## src/rtl/clause_sched_ctrl.sv

```systemverilog
// clause_sched_ctrl: per-image sequencer for the 8-PE convolution clause unit.
// For every clause it fetches the clause word, loads it, sweeps all patch
// positions (x serially, 8 y-rows in parallel), drains the pipeline and
// captures the OR-reduced clause output into clause_vec.
// Optional build macro: CLAUSE_SKIP_EN -- an all-zero clause word skips RUN
// and DRAIN and stores a 0 for that clause.
module clause_sched_ctrl #(
  parameter int unsigned IMG_WIDTH  = 32,
  parameter int unsigned IMG_HEIGHT = 32,
  parameter int unsigned CLAUSEN    = 10,
  parameter int unsigned CLAUSE_W   = 256,
  parameter int unsigned LAT        = 4
) (
  input  logic                         clk,
  input  logic                         rst,
  input  logic                         start,
  input  logic [2:0]                   patch_size,
  input  logic [2:0]                   stride,
  output logic                         busy,
  output logic                         done,
  output logic                         cfg_err,
  output logic                         mem_req,
  output logic [$clog2(CLAUSEN)-1:0]   mem_addr,
  input  logic                         mem_ack,
  input  logic [CLAUSE_W-1:0]          mem_data,
  output logic [CLAUSE_W-1:0]          clause_write,
  output logic                         valid,
  output logic                         img_rst,
  output logic                         clause_act,
  output logic [7:0]                   pe_en,
  output logic [7:0]                   x_pos,
  output logic [7:0]                   y_base,
  input  logic                         clause_op_in,
  output logic [CLAUSEN-1:0]           clause_vec
);

  localparam int unsigned AW  = $clog2(CLAUSEN);
  localparam int unsigned PW  = 9;   // position register width
  localparam int unsigned CW  = 10;  // compare width, one guard bit over PW
  localparam int unsigned LCW = 4;   // drain counter width (LAT <= 15)

  typedef enum logic [2:0] {
    S_IDLE,
    S_FETCH,
    S_LOAD,
    S_RUN,
    S_DRAIN,
    S_STORE,
    S_FIN
  } state_e;

  state_e                state_q;
  logic [2:0]            p_q;
  logic [2:0]            s_q;
  logic [AW-1:0]         idx_q;
  logic [LCW-1:0]        cnt_q;
  logic [PW-1:0]         x_q;
  logic [PW-1:0]         y_q;
  logic                  busy_q;
  logic                  done_q;
  logic                  cfg_err_q;
  logic                  mem_req_q;
  logic [CLAUSE_W-1:0]   word_q;
  logic                  valid_q;
  logic                  img_rst_q;
  logic                  act_q;
  logic [7:0]            pe_q;
  logic [CLAUSEN-1:0]    vec_q;

  logic [PW-1:0]         x_d;
  logic [PW-1:0]         y_d;
  logic [7:0]            pe_d;
  logic [7:0]            pe_first_c;
  logic                  run_last_c;
  logic                  cfg_ok_c;
  logic                  skip_c;
  logic                  word_zero_c;
  logic [CW-1:0]         x_step_c;
  logic [CW-1:0]         y_step_c;

  // Row-enable mask for a PE group whose first row sits at y.
  function automatic logic [7:0] pe_mask(input logic [PW-1:0] y,
                                         input logic [2:0]    s,
                                         input logic [2:0]    p);
    logic [7:0] m;
    m = '0;
    for (int k = 0; k < 8; k++) begin
      m[k] = (CW'(y) + CW'(k) * CW'(s) + CW'(p)) <= CW'(IMG_HEIGHT);
    end
    return m;
  endfunction

  // Start-time configuration legality.
  always_comb begin
    cfg_ok_c = ((patch_size == 3'd3) || (patch_size == 3'd5) ||
                (patch_size == 3'd7)) &&
               (stride >= 3'd1) && (stride <= 3'd4);
  end

  // Empty-clause detection on the incoming and on the held clause word.
  always_comb begin
    word_zero_c = 1'b0;
    skip_c      = 1'b0;
`ifdef CLAUSE_SKIP_EN
    word_zero_c = (mem_data == '0);
    skip_c      = (word_q == '0);
`endif
  end

  // Next sweep position: step x by stride, or wrap x and move to the next 8-row group.
  always_comb begin
    x_step_c   = CW'(x_q) + CW'(s_q) + CW'(p_q);
    y_step_c   = CW'(y_q) + CW'({s_q, 3'b000});
    run_last_c = 1'b0;
    x_d        = x_q;
    y_d        = y_q;
    if (x_step_c <= CW'(IMG_WIDTH)) begin
      x_d = PW'(CW'(x_q) + CW'(s_q));
    end else begin
      x_d        = '0;
      y_d        = y_step_c[PW-1:0];
      run_last_c = (y_step_c + CW'(p_q)) > CW'(IMG_HEIGHT);
    end
    pe_d       = pe_mask(y_d, s_q, p_q);
    pe_first_c = pe_mask('0, s_q, p_q);
  end

  // Sequencer state machine with registered outputs.
  always_ff @(posedge clk or posedge rst) begin
    if (rst) begin
      state_q   <= S_IDLE;
      p_q       <= '0;
      s_q       <= '0;
      idx_q     <= '0;
      cnt_q     <= '0;
      x_q       <= '0;
      y_q       <= '0;
      busy_q    <= 1'b0;
      done_q    <= 1'b0;
      cfg_err_q <= 1'b0;
      mem_req_q <= 1'b0;
      word_q    <= '0;
      valid_q   <= 1'b0;
      img_rst_q <= 1'b0;
      act_q     <= 1'b0;
      pe_q      <= '0;
      vec_q     <= '0;
    end else begin
      done_q    <= 1'b0;
      cfg_err_q <= 1'b0;
      valid_q   <= 1'b0;
      img_rst_q <= 1'b0;
      unique case (state_q)
        S_IDLE: begin
          if (start) begin
            if (cfg_ok_c) begin
              p_q       <= patch_size;
              s_q       <= stride;
              idx_q     <= '0;
              vec_q     <= '0;
              busy_q    <= 1'b1;
              mem_req_q <= 1'b1;
              state_q   <= S_FETCH;
            end else begin
              cfg_err_q <= 1'b1;
            end
          end
        end
        S_FETCH: begin
          if (mem_ack) begin
            word_q    <= mem_data;
            mem_req_q <= 1'b0;
            valid_q   <= 1'b1;
            img_rst_q <= 1'b1;
            act_q     <= ~word_zero_c;
            x_q       <= '0;
            y_q       <= '0;
            pe_q      <= '0;
            state_q   <= S_LOAD;
          end
        end
        S_LOAD: begin
          if (skip_c) begin
            state_q <= S_STORE;
          end else begin
            pe_q    <= pe_first_c;
            state_q <= S_RUN;
          end
        end
        S_RUN: begin
          if (run_last_c) begin
            pe_q    <= '0;
            cnt_q   <= '0;
            state_q <= S_DRAIN;
          end else begin
            x_q  <= x_d;
            y_q  <= y_d;
            pe_q <= pe_d;
          end
        end
        S_DRAIN: begin
          if (cnt_q == LCW'(LAT - 1)) begin
            act_q   <= 1'b0;
            state_q <= S_STORE;
          end else begin
            cnt_q <= cnt_q + LCW'(1);
          end
        end
        S_STORE: begin
          vec_q[idx_q] <= clause_op_in & ~skip_c;
          if (idx_q == AW'(CLAUSEN - 1)) begin
            done_q  <= 1'b1;
            busy_q  <= 1'b0;
            state_q <= S_FIN;
          end else begin
            idx_q     <= idx_q + AW'(1);
            mem_req_q <= 1'b1;
            state_q   <= S_FETCH;
          end
        end
        S_FIN: begin
          state_q <= S_IDLE;
        end
        default: begin
          state_q <= S_IDLE;
        end
      endcase
    end
  end

  assign busy         = busy_q;
  assign done         = done_q;
  assign cfg_err      = cfg_err_q;
  assign mem_req      = mem_req_q;
  assign mem_addr     = idx_q;
  assign clause_write = word_q;
  assign valid        = valid_q;
  assign img_rst      = img_rst_q;
  assign clause_act   = act_q;
  assign pe_en        = pe_q;
  assign x_pos        = x_q[7:0];
  assign y_base       = y_q[7:0];
  assign clause_vec   = vec_q;

endmodule

```

## config.mk

```make
export PLATFORM = sky130hd
export DESIGN_NAME = clause_sched_ctrl
export DESIGN_NICKNAME = d
export VERILOG_FILES = /design/src/rtl/clause_sched_ctrl.sv
export SDC_FILE = /design/constraint.sdc
export NUM_CORES = 1
export LEC_CHECK = 0
export ABC_CLOCK_PERIOD_IN_PS = 12300
export BUFFER_PORTS_ARGS = -buffer_cell sky130_fd_sc_hd__buf_2
export CAP_MARGIN = 20
export CORE_AREA = 2 2 224 226
export DETAILED_ROUTE_END_ITERATION = 6
export DIE_AREA = 0 0 226 228
export GPL_TIMING_DRIVEN = 0
export PLACE_DENSITY = 0.55
export SYNTH_ARGS = -nofsm -noshare
export SYNTH_HDL_FRONTEND = slang
export SYNTH_SLANG_ARGS = --single-unit
```

## constraint.sdc

```tcl
create_clock -name clk -period 12.3 [get_ports clk]
set_clock_uncertainty 0.2 [all_clocks]
set_input_delay 2.46 -clock clk [delete_from_list [all_inputs] [get_ports clk]]
set_output_delay 2.46 -clock clk [all_outputs]
set_load 0.01 [all_outputs]
```

* Word-level counts from Yosys, hierarchy flattened
Index checks and enable logic that the tools add are counted.
Storage, ports and cells: register bits 315, bits in latches 0, memory bits (writable) 0, memory bits (read-only) 0, input bits 267, output and inout port bits 301, logic and storage cells 160, memories 0
Cells by class: add/sub/neg operators 28, multiply operators 4, div/mod/pow operators 0, $lt $le $gt $ge 22, equality and inequality tests 19, shift operators 0, mux-type cells 48, bitwise operators 0, reductions and logical operators 23
Operators with widths (number):
- $add 10x3->10 | 9
- $le 10x6->1 const B | 9
- $mux 9 | 5
- $add 9x6->10 | 4
- $pmux 9 s2 | 2
- $add 9x3->10 | 3
- $pmux 8 s3 | 1
- $add 6x3->7 | 3
- $le 7x6->1 const B | 3
- $add 9x5->10 | 2
- $mux 10 | 2
- $mux 4 | 5
- $pmux 10 s2 | 1
- $mux 3 | 6
- $ne 2x2->1 const B | 9
- $pmux 3 s6 | 1
- $mux 1 | 16
- $mux 8 | 2
- $pmux 4 s2 | 2
- $reduce_and 3->1 | 5
- $add 5x3->6 | 2
- $eq 3x3->1 const B | 4
- $le 6x6->1 const B | 2
- $mul 3x3->6 const A | 2
- 29 further kinds | 44

* Depth between registers and ports, before layout
Gate-level depths: netlist of run 1.
word-level depth 9, mapped depth 22, gate-level depth less buffers 22

* Least setup slack after synthesis of run 1
OpenSTA, ideal clock, no wires.
kind register to register, from register s_q[0], to register pe_q[2] (netlist: pe_en[2]), library setup time 0.076 ns, arrival 5.214 ns, required time 12.024 ns, setup slack 6.810 ns, cell stages (with the launch flop) 20, buffers on the path 0, clock period less this slack 5.490 ns, cell sequence dfrtp_1 > ha_1 > inv_1 > fa_1 > inv_1 > ha_1 > a211oi_1 > or2_0 > a211oi_1 > a31oi_4 > nand3_4 > mux2i_1 > inv_1 > ha_1 > ha_1 > xor2_1 > or4_1 > or3_1 > o311a_1 > o21ai_1
On the way: cells in the longest elaborated chain, start to end 9, elaborated cells on any way between the ends 15, those cells by class add/sub (7); order compare (4); mux (4)
RTL lines:
- start, declared | RTL line 54 | logic [2:0] s_q;
- start signal, assigned | RTL line 158 | s_q <= stride;
- $add 9x3->10
- $add 10x3->10 | RTL line 112 | x_step_c = CW'(x_q) + CW'(s_q) + CW'(p_q);
- $le 10x6->1 | RTL line 117 | if (x_step_c <= CW'(IMG_WIDTH)) begin
- $mux 9 | RTL line 117
- $add 9x4->10 | RTL line 88 | m[k] = (CW'(y) + CW'(k) * CW'(s) + CW'(p)) <= CW'(IMG_HEIGHT);
- $add 10x3->10 | RTL line 88
- $le 10x6->1 | RTL line 88
- $mux 8 | RTL line 191 | if (run_last_c) begin
- $pmux 8 s3 * | RTL line 153 | unique case (state_q)
- end signal, assigned | RTL line 186 | pe_q <= pe_first_c;
- end signal, assigned | RTL line 198 | pe_q <= pe_d;
- end, declared | RTL line 67 | logic [7:0] pe_q;
Mark *: on every way between the ends. The rest lies on a longest branch, timed or not. A chain may end at the register's enable or synchronous reset.

* Worst setup path after layout of run 1
Ends and elaborated chain as after synthesis.

==> results.ini, run 1 <==
[sta]
grt_setup_unrepaired = false
fin_tns_setup_ns = 0
drv_slew = 0
period_needed_ns = 6.47
slew_headroom_pct = 36.1
setup_viol = 0
tightest_slew_ns = 0.958
final_hold_viol_count = 0
max_freq_ghz = 0.155
fin_crit_sh_pct = 52.6

[setup_path]
critPathMaxFanout = 17
start_kind = register
worstPathArrival_ns = 6.74
crit_type = register to register
cp.required_ns = 12.57
cp-end-kind = register

[clock_tree]
htreeDepth = 2
clock_path_buffers = 3
clk_pin_slew_ns = 0.06
tritoncts = done
cts.sinks = 312
root_buffer = clkbuf_16
cts_resized = 0
cts_hold_buffers = 0
cts_buffers = 38
clkLatencyLatePin_ns = 0.54
post_cts_buffers = 0

[synth]
synth_edf_count = 0
synth_xor_area_share_pct = 2.07
synthCells = 1180
synth_top_family_by_area = multiplexers
synth_simple_gate_area_share_pct = 6.16
synthArstFlopShare_pct = 100
synth_top_area_share_pct = 51.5
synth_fa_ha_area_share_pct = 9.43
ys_ff_latch = 312
ys.flop_type = dfrtp_1
yosysTopAreaCell = dfrtp_1
synth_cell_types = 77
yosys-mux-area-fraction_pct = 20.2
yosysSeqAreaShare_pct = 51.5
ys_warn_count = 0
synth-compound-area-share_pct = 7.87
avgSynthCellArea_um2 = 12.8
synth_area_leaders = dfrtp_1 52%, mux2_2 19%, ha_1 7.1%
syn_area_um2 = 15200

[route]
viasPerCell = 4.68
vias = 11700
drt_iter0_markers = 497
first_pass_iters = 4
wl_um = 50000
routedWlPerCell_um = 20.0
drc = 0
antenna_left = 0

[pwr]
p_int_mw = 3.45
p_clk_share_pct = 19.4
power_frac_comb_pct = 48.6
ir_worst_vdd_v = 0.000145
power_mw = 5.71
p_sw_mw = 2.26
powerDensity_nw_per_um2 = 283
seq_power_share_pct = 32.1
cellLeakagePower_nw = 9.92
switching_share_pct = 39.5

[floorplan]
die_area_um2 = 51500
io_pins = 568
dieHeight_um = 228
start_util_pct = 30.7
rows = 82
die-width_um = 226
coreArea_um2 = 49300

[flow_run]
cap_violations = 0

[placement]
dpl.hpwl_um = 39400
gp_congestion = 0.868
io_buffers = 564

[run_status]
status = complete, no violations

[finish]
syn2layout_area_growth_pct = 33.2
final_core_util_pct = 40.9
layout_common_cells = 564 x buf_2, 312 x dfrtp_1, 261 x mux2_2
final_common_cell = buf_2
num-nets-final = 2161
fillers = 4774
drive_gt1_share_pct = 51.2

[global_route]
grt_use_total_pct = 19.3
grt_pass1_vias = 12200
antenna_found_initial = 24
grt_pass1_wl_um = 74500
grt-ovfl-total = 0
grt_max_degree = 115

[worst_hold_path]
holdCritPathClass = register to register

==> power groups by stage <==
stage | combinational [mW] | clock (mW) | sequential [mW]
6_report | 2.77 | 1.11 | 1.83
4_1_cts | 2.81 | 1.13 | 1.83
3_3_place_gp | 2.74 | 0 | 1.82
5_1_grt | 3.06 | 1.17 | 1.90
2_1_floorplan | 1.55 | 0 | 2.02
3_5_place_dp | 2.79 | 0 | 1.84
==> stage by stage <==
stage / worst slack, ns / hold WS, ns / cells / cell area, um2
after global placement: -2.89 / 0.276 / 2420 / 18800
after detailed placement: 5.82 / 0.283 / 2424 / 18900
final: 5.83 / 0.291 / 2505 / 20200
after CTS: 5.80 / 0.296 / 2492 / 20100
after floorplan: 1.01 / 0.258 / 1184 / 15200
after global routing: 5.42 / 0.310 / 2504 / 20200
==> layout make-up <==
class                           count  area, um2  area share (%)
Tap cell                          672        841            4.17
Sequential cell                   312       7810            38.7
Inverter                           37        149           0.738
Antenna cell                       13       32.5           0.161
Buffer                             55        274            1.36
Clock buffer                       55       1120            5.53
Timing Repair Buffer              568       2900            14.4
Multi-Input combinational cell    780       6950            34.4
Clock inverter                     13        113           0.558
==> worst max-delay path, stage by stage (launching register included) <==
cell	delay, ns
dfrtp_1	0.89
ha_1	0.34
inv_1	0.07
fa_1	0.54
inv_1	0.09
ha_1	0.29
a211oi_1	0.31
or2_0	0.26
a211oi_1	0.12
a31oi_4	0.28
nand3_4	0.23
mux2i_1	0.43
inv_1	0.29
ha_1	0.35
ha_1	0.34
xor2_1	0.17
or4_1	0.42
or3_1	0.39
o311a_1	0.29
o21ai_1	0.07
==> worst paths after layout <==
path / slack (ns) / startpoint / to / cells after the start
worst max-delay path: 5.83 / s_q[0] / pe_en[2] / 19
worst max register to register: 5.83 / s_q[0] / pe_en[2] / 19
min in group asynchronous: 1.85 / rst / cnt_q[1] / 2
worst min-delay path: 0.29 / clause_vec[1] / clause_vec[1] / 2
max in group asynchronous: 8.96 / rst / clause_write[251] / 3
worst min register to register: 0.29 / clause_vec[1] / clause_vec[1] / 2
==> synth_stat cells (8+ instances only) <==
cell type and n:
ha_1 86, a31oi_1 9, a21oi_1 50, clkbuf_1 37
inv_1 33, nor2b_1 9, mux2_2 261, and2_1 8
nand2_1 68, xor2_1 17, nand3_1 9, fa_1 16
buf_4 18, xnor2_1 17, nor2_1 35, o21ai_0 38
dfrtp_1 312, nor3_1 11, a21o_1 17
==> state kept, by name (all words and copies together) (netlist names) <==
| name | flops |
|---|---|
| img_rst | 1 |
| clause_write | 256 |
| clause_act | 1 |
| s_q | 3 |
| y_q | 6 |
| cfg_err | 1 |
| pe_en | 8 |
| clause_vec | 10 |
| state_q | 3 |
| mem_addr | 4 |
| busy | 1 |
| p_q | 3 |
| mem_req | 1 |
| cnt_q | 4 |
| x_q | 9 |
| done | 1 |
==> metal layers <==
metal  share of wire [%]  vias up  track usage (%)
met4                 3.7        2             8.75
met2                  51      371             33.1
met1                  38     5808             21.4
met5               0.028        -                0
li1                    -     5447                -
met3                 7.8       99             6.62
==> logic make-up after synthesis <==
family          Yosys count
buf+inv                  92
other cells               2
mux                     270
xor+xnor                 35
compound gates          176
fa+ha+maj               105
simple gates            188
flops                   312
Note: power is estimated with default switching activity, not from simulation.
==> inputs of run 2 (changes only) <==
- ABC_CLOCK_PERIOD_IN_PS: 12300 -> 5700
- CORE_AREA: 2 2 224 226 -> 2 2 223 225
- DIE_AREA: 0 0 226 228 -> 0 0 225 227
- PLACE_DENSITY: 0.55 -> 0.58
- clock period: 12.3 -> 5.7 ns (I/O delays scaled with it)
==> run 2 against run 1 <==
Net effect: flip-flop and latch count unchanged; highest routed layer unchanged; first-iteration DRC count up 9.1%; critical path depth unchanged; sequential power up 120%; combinational power up 120%; total power up 120%; largest power group unchanged; critical endpoint unchanged.
==> results.ini, run 2 (synthesis gave the netlist of run 1 again) <==
[clock_tree]
cts_hold_buffers = 0
cts.sinks = 312
clock_path_buffers = 3
clk_pin_slew_ns = 0.06
clkLatencyLatePin_ns = 0.54
htreeDepth = 2
tritoncts = done
root_buffer = clkbuf_16
cts_buffers = 38

[global_route]
grt_pass1_vias = 12000
grt-ovfl-total = 0
grt_pass1_wl_um = 75300
grt_max_degree = 43
grt_use_total_pct = 19.9
antenna_found_initial = 28

[finish]
fillers = 4723
layout_common_cells = 564 x buf_2, 309 x dfrtp_1, 261 x mux2_2
regArea_um2 = 7820
largest_reg_flops = 256
final_core_util_pct = 41.8
drive_gt1_share_pct = 51.7
layoutNonFillerInstCount = 2464
final_area_um2 = 20300
syn2layout_area_growth_pct = 34.1
final_common_cell = buf_2
num-nets-final = 2177
multiInputGateArea_um2 = 6980

[sta]
tightest_slew_ns = 0.931
fin_crit_sh_pct = 96.1
fin_tns_setup_ns = 0
setup_viol = 0
period_needed_ns = 5.48
slew_headroom_pct = 37.9
drv_slew = 0
max_freq_ghz = 0.183
final_hold_viol_count = 0

[route]
m1WireLength_um = 20400
drt_iter0_markers = 542
routedWlPerCell_um = 21.6
first_pass_iters = 4
vias = 11900
viasPerCell = 4.81
dr.max_layer_used = met5
wl_um = 53100
drc = 0
antenna_left = 0
wl_met3_um = 3960
route.met2.wl_um = 27300

[floorplan]
start_util_pct = 31.2
coreArea_um2 = 48500
die_area_um2 = 51100
io_pins = 568
dieHeight_um = 227
rows = 81
die-width_um = 225

[setup_path]
worstPathArrival_ns = 5.73
cp-end-kind = register
crit_path_frequent_cell = ha_1
slowest_delay_ns = 0.53
start_kind = register
cp.required_ns = 5.96
crit_chain = ha_1, inv_1, fa_1, inv_1, ha_1, a211oi_1, or2_1, a211oi_2, a31oi_4, nand3_4, mux2i_4, inv_2, ha_1, ha_1, xor2_1, or4_1, or3_1, o311a_1, o21ai_1
critPathMaxFanout = 6
crit_type = register to register
slowest_stage = fa_1

[pwr]
powerDensity_nw_per_um2 = 616
power_mw = 12.5
switching_share_pct = 39.6
p_clk_share_pct = 19.4
cellLeakagePower_nw = 10.0
power_frac_comb_pct = 48.9
p_int_mw = 7.56
ir_worst_vdd_v = 0.000309
seq_power_share_pct = 31.7
p_sw_mw = 4.96

[placement]
dpl_cell_area_um2 = 18900
gp_congestion = 0.856
dp.cells = 2378
io_buffers = 564
dpl.hpwl_um = 42600

[worst_hold_path]
holdCritPathClass = register to register

[run_status]
status = complete, no violations

[flow_run]
cap_violations = 0

## run 2: cell types whose count changed in the layout (fill, tap and decap cells not counted), sizes merged
cell,delta
bufinv,+2
inv,-1
buf,+15
clkinvlp,-2
diode,-4
clkinv,-5
nand3,+1
clkbuf,+3
## run 2: layout make-up
| type | count | share of cell area (%) |
|---|---|---|
| Timing Repair Buffer | 583 | 15.1 |
| Buffer | 55 | 1.35 |
| Sequential cell | 312 | 38.5 |
| Antenna cell | 9 | 0.111 |
| Multi-Input combinational cell | 781 | 34.4 |
| Tap cell | 622 | 3.83 |
| Clock inverter | 7 | 0.671 |
| Clock buffer | 58 | 5.40 |
| Inverter | 37 | 0.715 |
## run 2: worst paths after layout
check | startpoint | endpoint | slack [ns] | cells past startpoint
max | s_q[0] | pe_en[2] | 0.22 | 19
max in group asynchronous | rst | clause_write[25] | 3.22 | 6
min in group asynchronous | rst | clause_write[188] | 0.57 | 2
max reg2reg | s_q[0] | pe_en[2] | 0.22 | 19
min reg2reg | cnt_q[3] | cnt_q[3] | 0.29 | 1
min | cnt_q[3] | cnt_q[3] | 0.29 | 1
## run 2: repair_timing
action                                  CTS  global route
endpoints found under the hold margin     0             0
gates resized for setup                   8             3
buffers inserted                          2             9
gates cloned                              0             1
endpoints found under the setup margin    7             6
pin swaps                                 0             1
## run 2: layer usage
layer  global-route usage [%]  vias up
met4                     6.09        4
li1                         -     5469
met1                     22.9     5901
met2                     35.3      374
met5                        0        -
met3                     6.45      106
## run 2: worst max-delay path, delay by kind of cell (launching register included)
kind	cells	cell delay, ns
buffers and inverters	3	0.30
AND/OR/NAND/NOR	4	1.24
adder cells (fa/ha/maj)	5	1.65
flip-flops	1	0.46
AO/OA/AOI/OAI	5	1.10
multiplexers	1	0.26
XOR/XNOR	1	0.16
## run 2: power by group through the flow
stage	sequential (mW)	clock, mW	combinational [mW]
5_1_grt	4.11	2.58	6.73
3_5_place_dp	4.01	0	6.05
4_1_cts	3.99	2.50	6.12
2_1_floorplan	4.36	0	3.34
6_report	3.97	2.43	6.12
3_3_place_gp	3.97	0	5.92
## run 2: stage by stage
| step | worst slack, ns | hold slack, ns |
|---|---|---|
| 3_5_place_dp | -0.807 | 0.283 |
| 4_1_cts | 0.0121 | 0.294 |
| 2_1_floorplan | 0.205 | 0.258 |
| 6_report | 0.224 | 0.286 |
| 3_3_place_gp | -1.87 | 0.283 |
| 5_1_grt | -0.0451 | 0.305 |
==> inputs of run 3 (changes only) <==
- ABC_CLOCK_PERIOD_IN_PS: 5700 -> 5200
- CORE_AREA: 2 2 223 225 -> 2 2 224 226
- DIE_AREA: 0 0 225 227 -> 0 0 226 228
- PLACE_DENSITY: 0.58 -> 0.55
- clock period: 5.7 -> 5.2 ns (I/O delays scaled with it)
==> run 3 against run 2 <==
Net effect: utilization is 0.081 points higher; combinational power is 15% higher; first-iteration DRC count is 23% lower; wire length is 0.37% lower; critical path type unchanged; largest power group unchanged.
==> results.ini, run 3 (synthesis gave the netlist of run 1 again) <==
[run_status]
status = complete, no violations

[pwr]
p_clk_share_pct = 19.5
powerDensity_nw_per_um2 = 681
cellLeakagePower_nw = 10.1
power_mw = 14.1
ir_worst_vdd_v = 0.000340
seq_power_share_pct = 30.7
p_sw_mw = 5.56
power_frac_comb_pct = 49.7
p_int_mw = 8.53
switching_share_pct = 39.5

[finish]
num-nets-final = 2186
largest_reg_flops = 256
regArea_um2 = 7820
layout_common_cells = 564 x buf_2, 309 x dfrtp_1, 261 x mux2_2
syn2layout_area_growth_pct = 36.5
fillers = 4831
drive_gt1_share_pct = 53.4
final_common_cell = buf_2
multiInputGateArea_um2 = 7150
layoutNonFillerInstCount = 2526

[placement]
gp_congestion = 0.878
dpl.hpwl_um = 41800
dp.cells = 2430
io_buffers = 564

[route]
vias = 11900
drt_iter0_markers = 419
first_pass_iters = 5
routedWlPerCell_um = 21.0
wl_um = 52900
drc = 0
viasPerCell = 4.73
antenna_left = 0

[floorplan]
dieHeight_um = 228
io_pins = 568
coreArea_um2 = 49300
start_util_pct = 30.7
die-width_um = 226
die_area_um2 = 51500
rows = 82

[global_route]
antenna_found_initial = 22
grt_pass1_wl_um = 78200
grt_use_total_pct = 20.2
grt_max_degree = 41
grt-ovfl-total = 0
grt_pass1_vias = 12600

[sta]
tightest_slew_ns = 0.885
drv_slew = 0
fin_crit_sh_pct = 96.1
final_hold_viol_count = 0
period_needed_ns = 5.00
max_freq_ghz = 0.200
slew_headroom_pct = 41.0
setup_viol = 0

[clock_tree]
cts_hold_buffers = 0
clock_path_buffers = 3
htreeDepth = 2
root_buffer = clkbuf_16
clkLatencyLatePin_ns = 0.53
tritoncts = done
cts.sinks = 312
clk_pin_slew_ns = 0.06
cts_buffers = 38

[setup_path]
start_kind = register
cp-end-kind = register
crit_type = register to register
slowest_delay_ns = 0.52
critPathMaxFanout = 12
worstPathArrival_ns = 5.26
cp.required_ns = 5.46
crit_chain = ha_4, inv_1, fa_2, fa_2, nor2b_2, a211o_1, a21bo_2, nand3_4, buf_4, mux2i_4, inv_2, buf_4, ha_1, ha_1, a21oi_2, o22ai_1, a2111oi_2, a221o_1
slowest_stage = dfrtp_4

[flow_run]
cap_violations = 0

[worst_hold_path]
holdCritPathClass = register to register

run 3: cell types whose count changed in the layout (fill, tap and decap cells not counted), moves of 3 or more:
| cell | change |
|---|---|
| clkbuf_1 | -5 |
| buf_4 | +8 |
| ha_4 | +9 |
| ha_1 | -10 |
| diode_2 | +3 |
| clkinv_2 | +5 |
run 3: cell type report:
| class | instances | share of cell area (%) |
|---|---|---|
| sequential | 312 | 37.8 |
| multi-input combinational | 780 | 34.5 |
| timing repair buffer | 593 | 15.3 |
| clock buffer | 52 | 5.19 |
| tap | 672 | 4.06 |
| buffer | 55 | 1.32 |
| clock inverter | 13 | 0.937 |
| inverter | 37 | 0.738 |
| antenna | 12 | 0.145 |
run 3: worst paths after layout:
kind,end,slack [ns],cells after the start,start
min in group asynchronous,mem_addr[3],0.45,2,rst
max in group asynchronous,clause_write[15],3.17,5,rst
hold reg to reg,clause_vec[2],0.29,2,clause_vec[2]
setup / recovery,pe_en[6],0.20,18,s_q[0]
setup reg to reg,pe_en[6],0.20,18,s_q[0]
hold / removal,clause_vec[2],0.29,2,clause_vec[2]
run 3: critical path: cells and delay by family (launching register included):
kind / cells / cell delay, ns
AO/OA/AOI/OAI: 6 / 1.36
AND/OR/NAND/NOR: 2 / 0.30
flip-flops: 1 / 0.52
buffers and inverters: 4 / 0.49
adder cells (fa/ha/maj): 5 / 1.74
multiplexers: 1 / 0.32
run 3: through the flow:
step / hold WS, ns / TNS, ns / util (%) / cell area, um2 / setup WS [ns]
floorplan: 0.258 / -61.47 / - / 15200 / -0.290
global placement: 0.275 / -728.09 / 38.2 / 18800 / -2.35
detailed placement: 0.279 / -7.35 / 38.6 / 19000 / -1.26
CTS: 0.292 / 0 / 41.4 / 20400 / 0.0246
global route: 0.309 / -0.0209 / 41.9 / 20700 / -0.0167
finish: 0.288 / 0 / 41.9 / 20700 / 0.202
run 3: metal layers:
layer	GRT usage (%)	wire [um]	up-vias
li1	-	-	5485
met1	23.5	20700	6000
met2	35.8	27300	378
met3	5.87	3520	80
met4	6.13	1370	0
met5	0	0	-
run 3: repair_timing:
action / 4_1_cts / 5_1_grt
endpoints found under the hold margin: 0 / 0
endpoints found under the setup margin: 7 / 7
buffers inserted: 9 / 10
pin swaps: 5 / 9
gates resized for setup: 18 / 24
run 3: power groups by stage:
| stage | Sequential [mW] | Combinational (mW) | Clock, mW |
|---|---|---|---|
| floorplan | 4.78 | 3.66 | 0 |
| global placement | 4.34 | 6.51 | 0 |
| detailed placement | 4.37 | 6.66 | 0 |
| CTS | 4.32 | 6.82 | 2.85 |
| global route | 4.48 | 7.68 | 2.94 |
| finish | 4.33 | 7.01 | 2.75 |
